### src/rtl/cpu_ctrl_pkg.sv
// cpu_ctrl_pkg: opcodes, ALU ops, mux selects and step encoding for the CPU control unit
package cpu_ctrl_pkg;
  localparam logic [5:0] OP_ADDI = 6'h04;
  localparam logic [5:0] OP_BR   = 6'h06;
  localparam logic [5:0] OP_BEQ  = 6'h26;
  localparam logic [5:0] OP_STW  = 6'h15;
  localparam logic [5:0] OP_LDW  = 6'h17;
  localparam logic [3:0] ALU_ADD = 4'd0;
  localparam logic [3:0] ALU_SUB = 4'd1;
  localparam logic B_RB    = 1'b0;
  localparam logic B_IMM   = 1'b1;
  localparam logic INC_4   = 1'b0;
  localparam logic INC_IMM = 1'b1;
  localparam logic MA_RZ   = 1'b0;
  localparam logic MA_PC   = 1'b1;
  localparam logic PC_RA   = 1'b0;
  localparam logic PC_ADD  = 1'b1;
  localparam logic [1:0] C_SRC2 = 2'd0;
  localparam logic [1:0] C_DEST = 2'd1;
  localparam logic [1:0] C_R31  = 2'd2;
  localparam logic [1:0] Y_RZ   = 2'd0;
  localparam logic [1:0] Y_MEM  = 2'd1;
  localparam logic [1:0] Y_PCT  = 2'd2;
  typedef enum logic [2:0] {ST_IDLE, ST_S1, ST_S2, ST_S3, ST_S4, ST_S5, ST_HALT} state_t;
endpackage

### src/rtl/cpu_control_unit_op_decode.sv
// cpu_op_decode: combinational opcode classifier
module cpu_op_decode
  import cpu_ctrl_pkg::*;
(
  input  logic [5:0] opcode,
  output logic       is_addi,
  output logic       is_br,
  output logic       is_beq,
  output logic       is_ldw,
  output logic       is_stw,
  output logic       illegal
);
  assign is_addi = opcode == OP_ADDI;
  assign is_br   = opcode == OP_BR;
  assign is_beq  = opcode == OP_BEQ;
  assign is_ldw  = opcode == OP_LDW;
  assign is_stw  = opcode == OP_STW;
  assign illegal = !(is_addi || is_br || is_beq || is_ldw || is_stw);
endmodule

### src/rtl/cpu_control_unit.sv
// cpu_control_unit: five-step multi-cycle sequencer with memory handshake and watchdog
module cpu_control_unit
  import cpu_ctrl_pkg::*;
#(
  parameter int MEM_TIMEOUT = 16
) (
  input  logic       iClk,
  input  logic       nRst,
  input  logic [5:0] iOpcode,
  input  logic       iAluZero,
  input  logic       iMemReady,
  output logic [4:0] oStep,
  output logic       oPcEn,
  output logic       oPcTempEn,
  output logic       oIrEn,
  output logic       oRfWrite,
  output logic       oMemEn,
  output logic       oMemRW,
  output logic       oBSel,
  output logic       oIncSel,
  output logic       oMaSel,
  output logic       oPcSel,
  output logic [1:0] oCSel,
  output logic [1:0] oYSel,
  output logic [3:0] oAluOp,
  output logic       oIllegal,
  output logic       oFault
);
  state_t state, nxt;
  logic [31:0] cnt;
  logic is_addi, is_br, is_beq, is_ldw, is_stw, illegal;
  logic mem_req, wait_c, tmo, take;
  cpu_op_decode u_dec (
    .opcode (iOpcode),
    .is_addi(is_addi),
    .is_br  (is_br),
    .is_beq (is_beq),
    .is_ldw (is_ldw),
    .is_stw (is_stw),
    .illegal(illegal)
  );
  assign mem_req = (state == ST_S1) || (state == ST_S4 && (is_ldw || is_stw));
  assign wait_c  = mem_req && !iMemReady;
  assign tmo     = (MEM_TIMEOUT != 0) && wait_c && (cnt == 32'(MEM_TIMEOUT - 1));
  assign take    = is_br || (is_beq && iAluZero);
  always_ff @(posedge iClk or negedge nRst)
    if (!nRst) begin
      state    <= ST_IDLE;
      cnt      <= '0;
      oIllegal <= 1'b0;
      oFault   <= 1'b0;
    end else begin
      state <= nxt;
      cnt   <= wait_c ? cnt + 32'd1 : '0;
      if (tmo) oFault <= 1'b1;
      if (state == ST_S2 && illegal) oIllegal <= 1'b1;
    end
  always_comb begin
    nxt       = state;
    oStep     = '0;
    oPcEn     = 1'b0;
    oPcTempEn = 1'b0;
    oIrEn     = 1'b0;
    oRfWrite  = 1'b0;
    oMemEn    = mem_req;
    oMemRW    = 1'b0;
    oBSel     = B_RB;
    oIncSel   = INC_4;
    oMaSel    = MA_RZ;
    oPcSel    = PC_RA;
    oCSel     = C_SRC2;
    oYSel     = Y_RZ;
    oAluOp    = ALU_ADD;
    case (state)
      ST_IDLE: nxt = ST_S1;
      ST_S1: begin
        oStep     = 5'b00001;
        oMaSel    = MA_PC;
        oIrEn     = iMemReady;
        oPcTempEn = iMemReady;
        oPcEn     = iMemReady;
        oPcSel    = iMemReady ? PC_ADD : PC_RA;
        nxt       = iMemReady ? ST_S2 : tmo ? ST_HALT : ST_S1;
      end
      ST_S2: begin
        oStep = 5'b00010;
        nxt   = illegal ? ST_HALT : ST_S3;
      end
      ST_S3: begin
        oStep   = 5'b00100;
        oBSel   = (is_addi || is_ldw || is_stw) ? B_IMM : B_RB;
        oAluOp  = is_beq ? ALU_SUB : ALU_ADD;
        oPcEn   = take;
        oPcSel  = take ? PC_ADD : PC_RA;
        oIncSel = take ? INC_IMM : INC_4;
        nxt     = ST_S4;
      end
      ST_S4: begin
        oStep  = 5'b01000;
        oMemRW = is_stw;
        oYSel  = is_ldw ? Y_MEM : Y_RZ;
        nxt    = (!mem_req || iMemReady) ? ST_S5 : tmo ? ST_HALT : ST_S4;
      end
      ST_S5: begin
        oStep    = 5'b10000;
        oRfWrite = is_addi || is_ldw;
        nxt      = ST_S1;
      end
      default: ;
    endcase
  end
endmodule

### config.mk
export PLATFORM = sky130hd
export DESIGN_NAME = cpu_control_unit
export DESIGN_NICKNAME = d
export VERILOG_FILES = /design/src/rtl/cpu_ctrl_pkg.sv /design/src/rtl/cpu_control_unit_op_decode.sv /design/src/rtl/cpu_control_unit.sv
export SDC_FILE = /design/constraint.sdc
export NUM_CORES = 1
export LEC_CHECK = 0
export ABC_AREA = 1
export CELL_PAD_IN_SITES_DETAIL_PLACEMENT = 0
export CELL_PAD_IN_SITES_GLOBAL_PLACEMENT = 1
export CORE_ASPECT_RATIO = 1.1
export CORE_MARGIN = 3
export CORE_UTILIZATION = 40
export CTS_CLUSTER_DIAMETER = 40
export DETAILED_ROUTE_END_ITERATION = 16
export HOLD_SLACK_MARGIN = 0.12
export PLACE_DENSITY_LB_ADDON = 0.1
export SLEW_MARGIN = 0
export SYNTH_ARGS = -nofsm -noshare
export SYNTH_HDL_FRONTEND = slang
export SYNTH_SLANG_ARGS = --single-unit
### constraint.sdc
create_clock -name iClk -period 2.1 [get_ports iClk]
set_input_delay 0.21 -clock iClk [delete_from_list [all_inputs] [get_ports iClk]]
set_output_delay 0.21 -clock iClk [all_outputs]
set_load 0.02 [all_outputs]
==> flow_summary.json <==
{
  "status": "complete, no violations",
  "cts_max_level": 2,
  "hold_start": "oFault",
  "worstPathMaxFanout": 5,
  "gp_congestion": 0.838,
  "slowest_stage": "clkdlybuf4s50_1",
  "clock_skew_ns": 0.00738,
  "fmax_mhz": 510,
  "portBuffers": 28,
  "detail_route.wl_per_cell_microns": 12.9,
  "drc": 0,
  "synth_area_leader_cell": "dfrtp_1",
  "fin_util_pct": 50.6,
  "syn_avg_cell_area_sq_um": 7.33,
  "tritoncts": "built",
  "critPathCapture": "oStep[3]",
  "fin_nets": 390,
  "tightestPinTransition_ns": 0.841,
  "rrSetupSlack_ns": 0.38,
  "crit_type": "register to primary output",
  "diodes": 0,
  "rsz0062_at_grt": "false",
  "cts.sinks": 37,
  "die_h_microns": 89.0,
  "critical_path_arrival_ns": 1.75,
  "worstReg2RegStart": "cnt[1]",
  "routed_via_density": 4.79,
  "antenna_found_initial": 0,
  "yosys.cell_count.top_type": "nor2_1",
  "power_density_nw_per_um2": 545,
  "ys_ff_latch": 37,
  "synth_enable_flop_cells": 0,
  "worst_ir_drop_vdd_mv": 0.406,
  "die_area_sq_um": 7250,
  "ant_nets": 0,
  "area_growth_pct": 19.4,
  "max_cap_violations": 0,
  "grt_use_total_pct": 18.2,
  "p_leak_nw": 1.43,
  "first_pass_iters": 4,
  "synth.area.top_cells": "dfrtp_1, nor2_1, nand2_1",
  "dp_hpwl_microns": 4550,
  "crit_required_ns": 1.89,
  "grt_overflow": 0,
  "rows": 29,
  "synth_cell_types": 34,
  "setup_viol": 0,
  "slew_violations": 0,
  "wl_microns": 5880,
  "instances_no_fill": 456,
  "grt_max_degree": 38,
  "io_pins": 35,
  "clk_pin_slew_ns": 0.07,
  "vias": 2186,
  "die_w_microns": 81.5,
  "clockRootBuffer": "clkbuf_8",
  "core_area_sq_um": 5910,
  "cts_inserted_buffers": 5,
  "yosys_warnings": 0,
  "grt_pass1_vias": 2193,
  "synth_common_cells": "nor2_1, nand2_1, dfrtp_1",
  "drive_above_1_share_pct": 12.9,
  "slowest_delay_ns": 0.64,
  "initialDrtViolationCount": 118,
  "synth-main-ff-cell": "dfrtp_1",
  "clk_path_buf_depth": 2,
  "final_hold_viol_count": 0,
  "hold_class": "register to register",
  "endpoint_kind": "primary output",
  "fill_cells": 628,
  "r2r-end": "cnt[20]",
  "start_util_pct": 42.4,
  "worstSetupStartpoint": "state[0]",
  "start_kind": "register",
  "fin_crit_ns": 1.96,
  "syn-cell-area_sq_um": 2510,
  "synth_top_area_share_pct": 36.9,
  "synthArstFlopShare_pct": 100,
  "syn_inst": 342,
  "reg2reg_depth": 9,
  "grt_pass1_wl_microns": 10100,
  "clk_latency_ns": 0.29,
  "max_slew_margin_pct": 43.9,
  "ys_seq_area_share_pct": 36.9,
  "worstPathCellList": "inv_2, nand2_2, nor2_2, clkdlybuf4s50_1",
  "fin_crit_sh_pct": 93.4,
  "dpl.cell_count": 448
}
[report_power, final]
| group | total [mW] | leakage [nW] | switching (mW) | internal (mW) |
|---|---|---|---|---|
| Clock | 0.510 | 0.0443 | 0.249 | 0.261 |
| Combinational | 0.339 | 0.888 | 0.210 | 0.129 |
| Sequential | 0.782 | 0.494 | 0.0422 | 0.740 |
[placed cells by master (no fill, tap or decap), types with 7 or more instances in the layout]
master / netlist / routed
dfrtp_1: 37 / 37
buf_4: 9 / 7
xor2_1: 14 / 14
inv_1: 34 / 34
nor2_1: 86 / 86
nor3_1: 10 / 9
clkdlybuf4s50_1: 0 / 14
nand3_1: 17 / 17
nor2_2: 8 / 8
xnor2_1: 9 / 9
nand2_1: 62 / 62
nand4_1: 12 / 12
[flip-flops by register name, indices dropped and copies added (netlist names)]
register	flops
oIllegal	1
state	3
oFault	1
cnt	32
[cell families after synthesis]
family | Yosys count | share of synthesized area, %
AOI/OAI and AO/OA | 9 | 2.25
xor gates and xnor gates | 23 | 8.04
adders and majority gates | 1 | 0.499
buffers and inverters | 50 | 9.24
DFF | 37 | 36.9
other | 1 | 0.150
and+or+nand+nor | 221 | 42.9
[layout make-up]
type	count	area (sq um)	area share, %
flip-flops and latches	37	926	30.9
clock buffers	7	86.3	2.89
inverters	38	143	4.77
well taps	77	96.3	3.22
repair buffers	37	362	12.1
multi-input cells	260	1380	46.1
[metrics by stage]
| stage | hold WS (ns) | power, mW | TNS, ns | setup slack (ns) | instance area (sq um) |
|---|---|---|---|---|---|
| 2_1_floorplan | -0.0856 | 1.01 | 0 | 0.179 | 2530 |
| 3_3_place_gp | 0.360 | 1.13 | -0.0123 | -0.00633 | 2890 |
| 3_5_place_dp | 0.381 | 1.12 | -0.0355 | -0.0201 | 2890 |
| 4_1_cts | 0.468 | 1.64 | 0 | 0.0107 | 2970 |
| 5_1_grt | 0.489 | 1.74 | 0 | 0.00231 | 2990 |
| 6_report | 0.464 | 1.63 | 0 | 0.139 | 2990 |
[per-layer routing]
metal	wire, microns	GRT usage, %	vias to the layer above
li1	-	-	1140
met1	2640	22.4	971
met2	2790	30.6	62
met3	294	4.03	13
met4	158	7.53	0
met5	0	0	-
[worst min-delay path by stage]
stage | to | cells past startpoint
floorplan | cnt[0] | 0
global route | oFault | 2
detailed placement | cnt[14] | 1
finish | oFault | 2
CTS | oFault | 2
global placement | cnt[15] | 1
[worst max-delay path, delay by kind of cell (launching register included)]
kind	cells	cell delay (ns)
flops	1	0.44
simple gates	2	0.26
buf+inv	2	0.77
[repair_timing]
item	in CTS	in global routing
resized for setup	7	10
hold buffers	1	0
buffers inserted	0	0
endpoints found under the setup margin	7	8
hold endpoints to repair	37	0
Note: power is estimated with default switching activity, not from simulation.
